$ cat src/rtl/clk_seq_pkg.sv
// Shared types and helpers for the CPU clock sequencer: FSM state encoding and
// the auto-mode half-period calculation.
package clk_seq_pkg;

  typedef enum logic [2:0] {
    IDLE    = 3'd0,
    AUTO_HI = 3'd1,
    AUTO_LO = 3'd2,
    STEP_HI = 3'd3,
    STEP_LO = 3'd4
  } seq_state_t;

  // Each speed_sel step divides the half-period by 4; the result never drops below one cycle.
  function automatic logic [31:0] half_period(input logic [1:0]  speed_sel,
                                              input logic [31:0] base);
    logic [31:0] shifted;
    shifted = base >> {speed_sel, 1'b0};
    return (shifted == '0) ? 32'd1 : shifted;
  endfunction

endpackage

$ cat src/rtl/sync_edge_detect.sv
// Multi-flop synchronizer for one asynchronous level, with a registered level
// output and a registered one-cycle rising-edge pulse aligned to it.
module sync_edge_detect #(
  parameter int unsigned SYNC_STAGES = 2
) (
  input  logic clk,
  input  logic rst,
  input  logic async_in,
  output logic level,
  output logic rise
);

  logic [SYNC_STAGES-1:0] sync_q;

  // NOTE: the synchronizer flops are reset so a level that is already high at
  // reset release is reported as a fresh rising edge rather than ignored.
  always_ff @(posedge clk or posedge rst) begin
    if (rst) begin
      sync_q <= '0;
      level  <= 1'b0;
      rise   <= 1'b0;
    end else begin
      sync_q <= {sync_q[SYNC_STAGES-2:0], async_in};
      level  <= sync_q[SYNC_STAGES-1];
      rise   <= sync_q[SYNC_STAGES-1] & ~level;
    end
  end

endmodule

$ cat src/rtl/cpu_clock_sequencer.sv
// Generates the CPU core clock from the board clock: free-running divided clock
// in auto mode, or one full cpu_clk period per step request.
module cpu_clock_sequencer
  import clk_seq_pkg::*;
#(
  parameter int unsigned AUTO_HALF_PERIOD = 50_000_000,
  parameter int unsigned STEP_HALF_CYCLES = 8,
  parameter int unsigned SYNC_STAGES      = 2,
  parameter int unsigned CNT_WIDTH        = 32
) (
  input  logic                 clk,
  input  logic                 rst,
  input  logic                 clk_auto_en,
  input  logic                 clk_step,
  input  logic [1:0]           speed_sel,
  output logic                 cpu_clk,
  output logic                 cpu_clk_rise,
  output logic                 busy,
  output logic                 step_dropped,
  output logic [CNT_WIDTH-1:0] cycle_count
);

  localparam int unsigned MAX_HALF = (AUTO_HALF_PERIOD > STEP_HALF_CYCLES) ?
                                     AUTO_HALF_PERIOD : STEP_HALF_CYCLES;
  localparam int unsigned HCW = $clog2(MAX_HALF + 1);
  localparam logic [HCW-1:0] STEP_LAST = HCW'(STEP_HALF_CYCLES - 1);

  logic       auto_sync, auto_rise_unused;
  logic       step_level_unused, step_rise;
  logic [1:0] speed_sync, speed_rise_unused;

  sync_edge_detect #(.SYNC_STAGES(SYNC_STAGES)) u_sync_auto (
    .clk(clk), .rst(rst), .async_in(clk_auto_en), .level(auto_sync), .rise(auto_rise_unused)
  );

  sync_edge_detect #(.SYNC_STAGES(SYNC_STAGES)) u_sync_step (
    .clk(clk), .rst(rst), .async_in(clk_step), .level(step_level_unused), .rise(step_rise)
  );

  for (genvar b = 0; b < 2; b++) begin : g_speed_sync
    sync_edge_detect #(.SYNC_STAGES(SYNC_STAGES)) u_sync_speed (
      .clk(clk), .rst(rst), .async_in(speed_sel[b]), .level(speed_sync[b]),
      .rise(speed_rise_unused[b])
    );
  end

  seq_state_t     state, state_n;
  logic [HCW-1:0] cnt, cnt_n;
  logic [HCW-1:0] h_q, h_n, cur_h;
  logic           pending, pending_n;
  logic           dropped_n;
  logic           enter_hi;

  assign cur_h = HCW'(half_period(speed_sync, 32'(AUTO_HALF_PERIOD)));

  // NOTE: every variable written here gets a default first, so no path through
  // the case leaves a value unassigned and no latch is inferred.
  always_comb begin
    state_n   = state;
    cnt_n     = cnt + HCW'(1);
    h_n       = h_q;
    pending_n = pending;
    dropped_n = step_dropped;
    enter_hi  = 1'b0;

    unique case (state)
      IDLE: begin
        cnt_n = '0;
        if (auto_sync) begin
          state_n  = AUTO_HI;
          h_n      = cur_h;
          enter_hi = 1'b1;
          if (step_rise) dropped_n = 1'b1;
        end else if (step_rise || pending) begin
          state_n   = STEP_HI;
          enter_hi  = 1'b1;
          // A fresh edge arriving while a queued step is consumed takes its place.
          pending_n = step_rise && pending;
        end
      end

      AUTO_HI: begin
        if (step_rise) dropped_n = 1'b1;
        if (cnt == h_q - HCW'(1)) begin
          cnt_n = '0;
          if (auto_sync) begin
            state_n = AUTO_LO;
            h_n     = cur_h;
          end else begin
            state_n = IDLE;
          end
        end
      end

      AUTO_LO: begin
        if (step_rise) dropped_n = 1'b1;
        if (!auto_sync) begin
          state_n = IDLE;
          cnt_n   = '0;
        end else if (cnt == h_q - HCW'(1)) begin
          state_n  = AUTO_HI;
          h_n      = cur_h;
          cnt_n    = '0;
          enter_hi = 1'b1;
        end
      end

      STEP_HI, STEP_LO: begin
        if (step_rise) begin
          if (pending) dropped_n = 1'b1;
          else         pending_n = 1'b1;
        end
        if (cnt == STEP_LAST) begin
          cnt_n   = '0;
          state_n = (state == STEP_HI) ? STEP_LO : IDLE;
        end
      end

      default: begin
        state_n = IDLE;
        cnt_n   = '0;
      end
    endcase
  end

  // NOTE: state and outputs update only with non-blocking assignments so every
  // register samples the pre-edge values computed above.
  always_ff @(posedge clk or posedge rst) begin
    if (rst) begin
      state        <= IDLE;
      cnt          <= '0;
      h_q          <= HCW'(1);
      pending      <= 1'b0;
      step_dropped <= 1'b0;
      cpu_clk      <= 1'b0;
      cpu_clk_rise <= 1'b0;
      busy         <= 1'b0;
      cycle_count  <= '0;
    end else begin
      state        <= state_n;
      cnt          <= cnt_n;
      h_q          <= h_n;
      pending      <= pending_n;
      step_dropped <= dropped_n;
      cpu_clk      <= (state_n == AUTO_HI) || (state_n == STEP_HI);
      cpu_clk_rise <= enter_hi;
      busy         <= (state_n != IDLE);
      if (enter_hi) cycle_count <= cycle_count + CNT_WIDTH'(1);
    end
  end

endmodule
$ cat config.mk
export PLATFORM = sky130hd
export DESIGN_NAME = cpu_clock_sequencer
export DESIGN_NICKNAME = d
export VERILOG_FILES = /design/src/rtl/clk_seq_pkg.sv /design/src/rtl/sync_edge_detect.sv /design/src/rtl/cpu_clock_sequencer.sv
export SDC_FILE = /design/constraint.sdc
export NUM_CORES = 1
export LEC_CHECK = 0
export ABC_AREA = 1
export ABC_CLOCK_PERIOD_IN_PS = 3100
export BUFFER_PORTS_ARGS = -buffer_cell sky130_fd_sc_hd__buf_4
export CAP_MARGIN = 30
export CORE_MARGIN = 1.5
export CORE_UTILIZATION = 56
export DETAILED_ROUTE_END_ITERATION = 10
export PLACE_DENSITY = 0.74
export SETUP_SLACK_MARGIN = 0.2
export SLEW_MARGIN = 20
export SYNTH_ARGS = -nofsm -noshare
export SYNTH_HDL_FRONTEND = slang
export SYNTH_SLANG_ARGS = --single-unit
$ cat constraint.sdc
create_clock -name clk -period 3.1 [get_ports clk]
set_input_delay 0.31 -clock clk [delete_from_list [all_inputs] [get_ports clk]]
set_output_delay 0.31 -clock clk [all_outputs]
set_load 0.05 [all_outputs]
==> run summary, run 1 <==
run status - complete, no violations
top cell type by total area after synthesis - dfrtp_1
commonest cells after routing, fill and taps aside - nand2_1, nor2_1, inv_1, dfrtp_1, nand3_1
overall overflow remaining after global route - 0
total of endpoints with negative setup slack in the final report - 0
critical path's largest stage delay - 0.57 ns
number of different library cells in the post-synthesis netlist - 40
number of nets in the final layout - 875
initial core utilization - 0.581
Rel. slew slack - 0.449
Ports - 42
worst IR drop on VDD - 0.000625 V
global-route wire length before repair - 24.7 mm
Final Hold Violating Endpoints - 0
Syn-to-layout area delta - 17.9%
area of the multi-input gates - 0.00304 sq mm
prevailing post-synth register cell - dfrtp_1
synthesized netlist net count - 813
Mapped Avg Cell Area - 7.16 sq um
share of the clock period used by the worst path after layout - 0.900
vias in the first global route - 5179
fin. max-slew vios - 0
initial antenna violation count - 0
commonest non-fill, non-tap cell in the layout - nand2_1
overall die height - 104 um
flip-flop and latch area - 0.00228 sq mm
Global Route Usage Sum - 0.287
CP Max Fanout - 6
via count - 5366
total inserted antenna cells - 0
data arrival at the endpoint of the critical path - 3.10 ns
number of nets with antenna violations after routing - 0
count of port buffers added during placement - 41
capturing element type of the critical path - register
post-synthesis instance area - 0.00571 sq mm
setup repair after global routing missed its margin - false
Die W - 104 um
routability-driven placement congestion ratio - 0.937
clock input transition at the sequential cells of the worst setup and hold paths - 0.10 ns
Fill cells - 840
Clock Skews - 0.00700 ns
clock tree from TritonCTS - yes
CTS Root Buffer Type - clkbuf_8
Startpoint Class - register
clock latency reported for the late side of the worst-skew pair - 0.38 ns
leakage dissipation - 3.22 nW
Max Clk Rate - 358 MHz
initial detailed-routing violation count - 339
max-capacitance violation count - 0
area enclosed by the die boundary - 0.0108 sq mm
number of enable flip-flop cells after synthesis - 0
Worst-Margin Slew - 0.823 ns
setup TNS after final layout - 0 ns
average via count per standard cell - 5.38
area share of the largest cell type after synthesis - 0.395
share of cells above drive strength 1 - 0.141
yosys synthesis warning count - 0
clock sinks - 91
number of CTS-inserted buffers - 9
count of standard-cell rows - 36
total routed wirelength - 15.3 mm
number of detailed-route iterations in the first pass - 5
routed length per placed instance - 15.3 um
cells after synthesis - 797
power density of the placed cells - 701 mW/mm^2
post-route minimum period - 2.79 ns
flip-flop and latch count after synthesis - 91
cells taking the most area after synthesis - dfrtp_1, nand2_1, nor2_1
kind of cell adding the most delay to the critical path - simple AND/OR/NAND/NOR gates
largest net degree at the start of global routing - 55
cell count after placement - 963
class of the most critical setup path - register to register
series of cell instances along the critical path - inv_4 -> ha_4 -> ha_4 -> nor2_1 -> nor2_1 -> nand3_2 -> nor2_4 -> nand2_2 -> nor2_2 -> nand2_1 -> nor2_1 -> nand2_1 -> nor2_4 -> nand4_4 -> nand2_4 -> buf_12 -> clkbuf_16 -> nand2_1 -> o21ai_1
CTS max path bufs - 2
Worst Path Required - 3.40 ns
total power after layout - 4.72 mW
area of the core - 0.00982 sq mm
Tightest Hold Check Type - input port to register
post-detailed-placement half-perimeter wirelength - 10.8 mm
Critical Path Slowest Stage Cell - dfstp_2
DRC violation count after routing - 0
sequential area share after synthesis - 0.399
count of non-filler cells in the finished layout - 997
crit path buf inv count - 3
ys async rst share - 1.00
total number of H-tree levels - 3
-- stage by stage --
step | worst slack (ns) | cell area, sq um | hold WS, ns | utilization
finish | 0.309 | 6730 | 0.0305 | 0.685
global route | 0.143 | 6730 | 0.00121 | 0.685
CTS | 0.202 | 6500 | 0.0190 | 0.662
detailed placement | 0.0962 | 6150 | 0.341 | 0.627
global placement | 0.212 | 6150 | 0.332 | 0.627
floorplan | 0.428 | 5710 | 0.331 | -
-- layer usage --
metal  global-route usage  vias to the layer above  share of wire
li1                     -                     2651              -
met4                0.134                        0          0.044
met5                    0                        -              0
met3               0.0551                       55          0.062
met2                0.493                      216           0.49
met1                0.348                     2444           0.41
-- where the power goes --
group	switching [mW]	internal, mW
sequential	0.200	1.34
clock	0.492	0.395
combinational	1.46	0.835
total	2.15	2.57
-- synth_stat cells, types with 2 or more instances --
| cell | n |
|---|---|
| nand3_1 | 72 |
| clkbuf_1 | 4 |
| o21ai_0 | 10 |
| xor2_1 | 32 |
| nor3_1 | 38 |
| nor2_2 | 6 |
| o21ai_2 | 4 |
| buf_6 | 3 |
| inv_2 | 2 |
| inv_1 | 95 |
| nand3b_1 | 3 |
| nand4_1 | 15 |
| a21oi_1 | 8 |
| dfrtp_1 | 90 |
| buf_4 | 7 |
| xnor2_1 | 9 |
| nor4_1 | 9 |
| or2_2 | 2 |
| nor2_1 | 99 |
| nand2_4 | 2 |
| o21ai_1 | 8 |
| ha_1 | 10 |
| nor2_4 | 4 |
| o21bai_1 | 2 |
| nand2_1 | 248 |
-- final cells by class --
cell class	instances	share of cell area
clock inverters	7	0.0138
repair buffers	65	0.0969
multi-input cells	594	0.452
well taps	133	0.0247
inverters	98	0.0552
clock buffers	9	0.0184
flip-flops and latches	91	0.339
-- kinds of logic after synthesis --
group / Yosys count / synth area share
AO/OA/AOI/OAI: 38 / 0.0432
XOR/XNOR: 42 / 0.0669
adder cells (fa/ha/maj): 10 / 0.0219
buffers and inverters: 113 / 0.0831
flip-flops: 91 / 0.399
AND/OR/NAND/NOR: 503 / 0.386
-- sequential cells by signal, indices dropped and copies added, names as in the netlist, 2 cells and up --
name,count
cnt,26
cycle_count,32
g_speed_sync.u_sync_speed.level,2
g_speed_sync.u_sync_speed.sync_q,4
h_q,12
state,3
u_sync_auto.sync_q,2
u_sync_step.sync_q,2
-- path summary, 6_finish.rpt --
path,start,endpoint,slack [ns],cells past startpoint
max in group asynchronous,rst,h_q[0],2.01,4
hold reg to reg,g_speed_sync[0].u_sync_speed.sync_q[0],g_speed_sync[0].u_sync_speed.sync_q[1],0.36,0
hold / removal,speed_sel[1],g_speed_sync[1].u_sync_speed.sync_q[0],0.03,1
setup reg to reg,h_q[0],cycle_count[15],0.31,19
setup / recovery,h_q[0],cycle_count[15],0.31,19
min in group asynchronous,rst,step_dropped,0.44,3
-- repair_timing --
| action | in CTS | in global routing |
|---|---|---|
| resized for setup | 7 | 19 |
| setup buffers | 5 | 3 |
| endpoints found under the setup margin | 37 | 74 |
| hold buffers | 0 | 2 |
| endpoints found under the hold margin | 0 | 17 |
| pin swaps | 3 | 9 |
| cloned | 2 | 5 |
Power figures use the tool's default switching activity.
==> inputs of run 2 (changes only) <==
Settings changed: SYNTH_HIERARCHICAL set to 1.
==> run 2 against run 1 <==
Net effect:
- global-route usage decreased by 0.43 points
- sequential share of layout area grew 0.99 points
- clock power decreased by 12%
- flip-flop and latch count did not move
- first-iteration DRC count fell by 34%
- clock skew up 0.0027 ns
- synthesized cell count grew 0.50%
- non-clock buffer count shrank 9
- critical endpoint is now cycle_count[23]
==> run summary, run 2 <==
run status - complete, no violations
synthesized netlist net count - 817 (+0.49%)
number of nets in the final layout - 865 (-1.1%)
Worst-Margin Slew - 0.914 ns (+0.0909 ns)
count of standard-cell rows - 36 (unchanged)
initial detailed-routing violation count - 224 (-34%)
cell count after placement - 963 (unchanged)
Reg with most FFs - cycle_count
class of the most critical setup path - register to register
number of CTS-inserted buffers - 9 (unchanged)
overall overflow remaining after global route - 0 (unchanged)
data arrival at the endpoint of the critical path - 2.99 ns (-0.11 ns)
share of the clock period used by the worst path after layout - 0.873 (-0.0270)
clock input transition at the sequential cells of the worst setup and hold paths - 0.09 ns (about the same)
post-synthesis instance area - 0.00572 sq mm (+0.18%)
initial antenna violation count - 0 (unchanged)
share of cells above drive strength 1 - 0.126 (-0.0147)
DRC violation count after routing - 0 (unchanged)
count of non-filler cells in the finished layout - 987 (-1.0%)
commonest non-fill, non-tap cell in the layout - nand2_1
Fill cells - 896 (+6.7%)
CTS Root Buffer Type - clkbuf_8
via count - 5255 (-2.1%)
CP Max Fanout - 13 (+7)
crit path setup slack, layout - 0.392 ns (+0.0837 ns)
leakage dissipation - 3.17 nW (-1.7%)
Startpoint Class - register
post-route minimum period - 2.71 ns (-0.0837 ns)
setup repair after global routing missed its margin - false
fin. max-slew vios - 0 (unchanged)
worst IR drop on VDD - 0.000874 V (+40%)
count of port buffers added during placement - 41 (unchanged)
average via count per standard cell - 5.32 (-1.1%)
Die W - 104 um (about the same)
clock latency reported for the late side of the worst-skew pair - 0.38 ns (about the same)
Global Route Usage Sum - 0.283 (-0.00431)
total inserted antenna cells - 0 (unchanged)
clock sinks - 91 (unchanged)
total routed wirelength - 14.7 mm (-3.5%)
Worst Path Required - 3.38 ns (-0.02 ns)
global-route wire length before repair - 24.4 mm (-1.5%)
overall die height - 104 um (about the same)
total number of H-tree levels - 3 (unchanged)
setup TNS after final layout - 0 ns (unchanged)
largest net degree at the start of global routing - 49 (-11%)
total power after layout - 4.13 mW (-12%)
yosys synthesis warning count - 6 (+6)
area enclosed by the die boundary - 0.0108 sq mm (+0.16%)
number of detailed-route iterations in the first pass - 5 (unchanged)
routability-driven placement congestion ratio - 0.935 (-0.21%)
Max Clk Rate - 369 MHz (+3.1%)
Tightest Hold Check Type - input port to register
cells after synthesis - 801 (+0.50%)
initial core utilization - 0.582 (+0.00102)
clock tree from TritonCTS - yes
commonest cells after routing, fill and taps aside - nand2_1, inv_1, nor2_1, dfrtp_1
Mapped Avg Cell Area - 7.14 sq um (-0.32%)
number of nets with antenna violations after routing - 0 (unchanged)
number of flip-flops in the largest register - 32 (unchanged)
total of endpoints with negative setup slack in the final report - 0 (unchanged)
Syn-to-layout area delta - 14.2%
worst setup slack after placement - 0.180 ns (+0.0842 ns)
vias in the first global route - 5055 (-2.4%)
Ports - 42 (unchanged)
routed length per placed instance - 14.9 um (-2.5%)
Clock Skews - 0.00973 ns (+0.00274 ns)
capturing element type of the critical path - register
Rel. slew slack - 0.384 (-0.0650)
Final Hold Violating Endpoints - 0 (unchanged)
CTS max path bufs - 2 (unchanged)
Top Registers - cycle_count x32, cnt x26, h_q x12
power density of the placed cells - 632 mW/mm^2 (-9.8%)
area of the core - 0.00982 sq mm (unchanged)
post-detailed-placement half-perimeter wirelength - 11.2 mm (+3.5%)
max-capacitance violation count - 0 (unchanged)
-- run 2: final timing paths --
check | from | end | slack [ns] | depth (start not counted)
setup / recovery | h_q[0] | cycle_count[23] | 0.39 | 20
hold / removal | clk_auto_en | u_sync_auto/sync_q[0] | 0.03 | 1
setup reg to reg | h_q[0] | cycle_count[23] | 0.39 | 20
hold reg to reg | g_speed_sync[0].u_sync_speed/sync_q[0] | g_speed_sync[0].u_sync_speed/sync_q[1] | 0.36 | 0
max in group asynchronous | rst | h_q[0] | 1.88 | 5
min in group asynchronous | rst | g_speed_sync[0].u_sync_speed/level | 0.38 | 3
-- run 2: what timing repair did --
action	4_1_cts	5_1_grt
buffers inserted	0	3
resized for setup	3	17
hold buffers	1	1
hold endpoints to repair	13	1
gates cloned	0	2
endpoints found under the setup margin	18	74
pin swaps	0	3
-- run 2: layer usage --
layer | GRT usage | vias up | wire length, um
li1 | - | 2615 | -
met3 | 0.0589 | 29 | 567
met5 | 0 | - | 0
met1 | 0.322 | 2494 | 6010
met4 | 0.113 | 0 | 435
met2 | 0.515 | 117 | 7710
-- run 2: critical path, cell delays in order, from the launching register on --
cell and delay (ns):
dfstp_2 0.53, inv_1 0.06, ha_4 0.18, ha_1 0.28, nand2_1 0.07, inv_1 0.04, nor2_1 0.09, nand3_1 0.09
nor2_1 0.09, nand2_1 0.07, nor2_2 0.10, nand2_1 0.07, nor2_2 0.12, nand3_4 0.12, nor2_4 0.15, nand2_4 0.10
nand2_8 0.11, buf_12 0.15, nand2_1 0.06, nand2_1 0.08, nand2_1 0.05
-- run 2: metrics by stage --
step                      hold WS, ns  area (sq um)  utilization
after CTS                      0.0161          6370        0.649
after detailed placement        0.223          6160        0.628
after floorplan                0.0636          5720            -
after global routing           0.0104          6530        0.665
final                          0.0301          6530        0.665
after global placement          0.221          6160        0.628
-- run 2: area by class of cell --
class | count | area, sq um | area share
clock buffer | 11 | 141 | 0.0216
sequential | 91 | 2280 | 0.349
timing repair buffer | 56 | 484 | 0.0741
inverter | 111 | 420 | 0.0644
tap | 133 | 166 | 0.0255
clock inverter | 5 | 43.8 | 0.00670
multi-input combinational | 580 | 3000 | 0.459
-- run 2: report_power, final --
part	internal, mW	total [mW]	switching (mW)
clock	0.324	0.777	0.453
sequential	1.33	1.55	0.220
combinational	0.607	1.81	1.20
==> inputs of run 3 (changes only) <==
Settings changed: ABC_AREA 1 to unset, CORE_UTILIZATION 56 to 39, PLACE_DENSITY 0.74 to 0.55.
==> run 3 against run 2 <==
Net effect:
- sequential power rose by 4%
- combinational power rose by 19%
- clock power grew 47%
- critical path type unchanged
- largest cell class unchanged
==> run summary, run 3 <==
commonest cells after routing, fill and taps aside - dfrtp_1, buf_4, nor2_1, xnor2_1, xor2_1
average via count per standard cell - 5.11 (-4.0%)
Reg with most FFs - cycle_count
Tightest Hold Check Type - input port to register
Ports - 42 (unchanged)
max-capacitance violation count - 0 (unchanged)
routability-driven placement congestion ratio - 0.864 (-7.6%)
cell count after placement - 713 (-26%)
cells after synthesis - 493 (-38%)
count of standard-cell rows - 40 (+11%)
setup repair after global routing missed its margin - true
number of CTS-inserted buffers - 9 (unchanged)
commonest non-fill, non-tap cell in the layout - dfrtp_1
Worst-Margin Slew - 0.720 ns (-0.194 ns)
synthesized netlist net count - 509 (-38%)
launching instance or port of the critical path - h_q[0]
count of cells along the worst register-to-register path - 14 (-30%)
via count - 3777 (-28%)
data arrival at the endpoint of the critical path - 3.30 ns (+0.31 ns)
share of the clock period used by the worst path after layout - 0.990 (+0.116)
leakage dissipation - 3.09 nW (-2.6%)
Final Hold Violating Endpoints - 0 (unchanged)
FF-to-FF Start - h_q[0]
number of detailed-route iterations in the first pass - 4 (-1)
post-route worst hold slack - 0.0617 ns (+0.0316 ns)
clock input transition at the sequential cells of the worst setup and hold paths - 0.07 ns (-0.02 ns)
slack of the worst reg-to-reg path - 0.03 ns (-0.36 ns)
CTS max path bufs - 2 (unchanged)
Die W - 115 um (+10%)
largest net degree at the start of global routing - 30 (-39%)
CTS Root Buffer Type - clkbuf_16
initial antenna violation count - 0 (unchanged)
total inserted antenna cells - 0 (unchanged)
vias in the first global route - 3771 (-25%)
yosys synthesis warning count - 6 (unchanged)
clock latency reported for the late side of the worst-skew pair - 0.35 ns (-0.03 ns)
class of the most critical setup path - register to register
Clock Skews - 0.0112 ns (+0.00145 ns)
overall die height - 115 um (+10%)
initial detailed-routing violation count - 224 (unchanged)
post-synthesis instance area - 0.00487 sq mm (-15%)
routed length per placed instance - 15.7 um (+5.3%)
worst IR drop on VDD - 0.000510 V (-42%)
number of flip-flops in the largest register - 32 (unchanged)
endpoint of the worst-slack reg-to-reg timing path - h_q[18]
overall overflow remaining after global route - 0 (unchanged)
count of port buffers added during placement - 41 (unchanged)
Top Registers - cycle_count x32, cnt x26, h_q x12
total number of H-tree levels - 3 (unchanged)
total non-filler cell area in the finished layout - 0.00654 sq mm (+0.17%)
Worst Path Required - 3.33 ns (-0.05 ns)
share of cells above drive strength 1 - 0.301 (+0.175)
Rel. slew slack - 0.519 (+0.135)
DRC violation count after routing - 0 (unchanged)
total of endpoints with negative setup slack in the final report - 0 (unchanged)
Max Clk Rate - 326 MHz (-12%)
fin. max-slew vios - 0 (unchanged)
CP Max Fanout - 8 (-5)
global-route wire length before repair - 19.2 mm (-21%)
Startpoint Class - register
power density of the placed cells - 749 mW/mm^2 (+19%)
post-route minimum period - 3.07 ns (+0.361 ns)
total routed wirelength - 11.6 mm (-21%)
Global Route Usage Sum - 0.188 (-0.0952)
initial core utilization - 0.402 (-0.180)
area enclosed by the die boundary - 0.0132 sq mm (+22%)
capturing element type of the critical path - register
Critical Path Sink - h_q[18]
number of nets in the final layout - 582 (-33%)
post-detailed-placement half-perimeter wirelength - 8.01 mm (-28%)
count of non-filler cells in the finished layout - 739 (-25%)
placed inst area - 0.00582 sq mm (-5.5%)
run status - complete, no violations
Mapped Avg Cell Area - 9.89 sq um (+38%)
area of the core - 0.0121 sq mm (+23%)
Fill cells - 1106 (+23%)
clock tree from TritonCTS - yes
number of nets with antenna violations after routing - 0 (unchanged)
Syn-to-layout area delta - 34.3%
clock sinks - 91 (unchanged)
-- run 3: power by group --
group	internal (mW)	switching, mW	total, mW
registers	1.36	0.253	1.61
clock network	0.657	0.483	1.14
logic	0.988	1.17	2.15
total	3.00	1.90	4.90
-- run 3: per-layer routing --
layer / vias to the layer above / wire length, um / global-route usage
met5: - / 0 / 0
met4: 0 / 172 / 0.0576
met3: 15 / 381 / 0.0474
met2: 59 / 5660 / 0.300
met1: 1875 / 5400 / 0.253
li1: 1828 / - / -
-- run 3: critical path: stages, from the launching register on --
cell	delay (ns)
dfstp_2	0.54
inv_2	0.05
ha_4	0.17
ha_4	0.16
or3b_4	0.27
nor2_4	0.06
buf_6	0.12
a211oi_2	0.19
nand4_1	0.17
nor4_4	0.30
buf_4	0.18
nand3_1	0.09
a21oi_2	0.15
buf_6	0.16
mux2_2	0.35
-- run 3: area by class of cell --
| class | instances | area [sq um] | area share |
|---|---|---|---|
| repair buffers | 84 | 753 | 0.115 |
| multi-input cells | 350 | 2870 | 0.439 |
| well taps | 168 | 210 | 0.0321 |
| inverters | 30 | 116 | 0.0178 |
| flip-flops and latches | 91 | 2280 | 0.348 |
| clock inverters | 6 | 72.6 | 0.0111 |
| clock buffers | 10 | 239 | 0.0365 |
-- run 3: repair_timing --
item / CTS / global route
cloned: 3 / 0
buffers inserted: 5 / 1
endpoints found under the hold margin: 13 / 0
hold buffers: 1 / 0
gates resized for setup: 29 / 17
pin swaps: 28 / 23
setup endpoints to repair: 70 / 74
-- run 3: worst min-delay path by stage --
stage	from	cells past startpoint	end
floorplan	rst	1	g_speed_sync[0].u_sync_speed/level
global placement	rst	2	g_speed_sync[0].u_sync_speed/sync_q[1]
detailed placement	rst	2	u_sync_auto/sync_q[1]
CTS	speed_sel[1]	1	g_speed_sync[1].u_sync_speed/sync_q[0]
global route	speed_sel[1]	1	g_speed_sync[1].u_sync_speed/sync_q[0]
finish	speed_sel[1]	1	g_speed_sync[1].u_sync_speed/sync_q[0]
-- run 3: metrics by stage --
stage	utilization	setup TNS, ns	setup slack, ns	power [mW]
final	0.540	0	0.0312	4.90
after global routing	0.540	-5.87	-0.142	5.18
after CTS	0.531	0	0.0118	4.82
after detailed placement	0.481	-0.0813	-0.0306	3.42
after global placement	0.481	-0.00798	-0.00772	3.41
after floorplan	-	0	0.0237	2.93
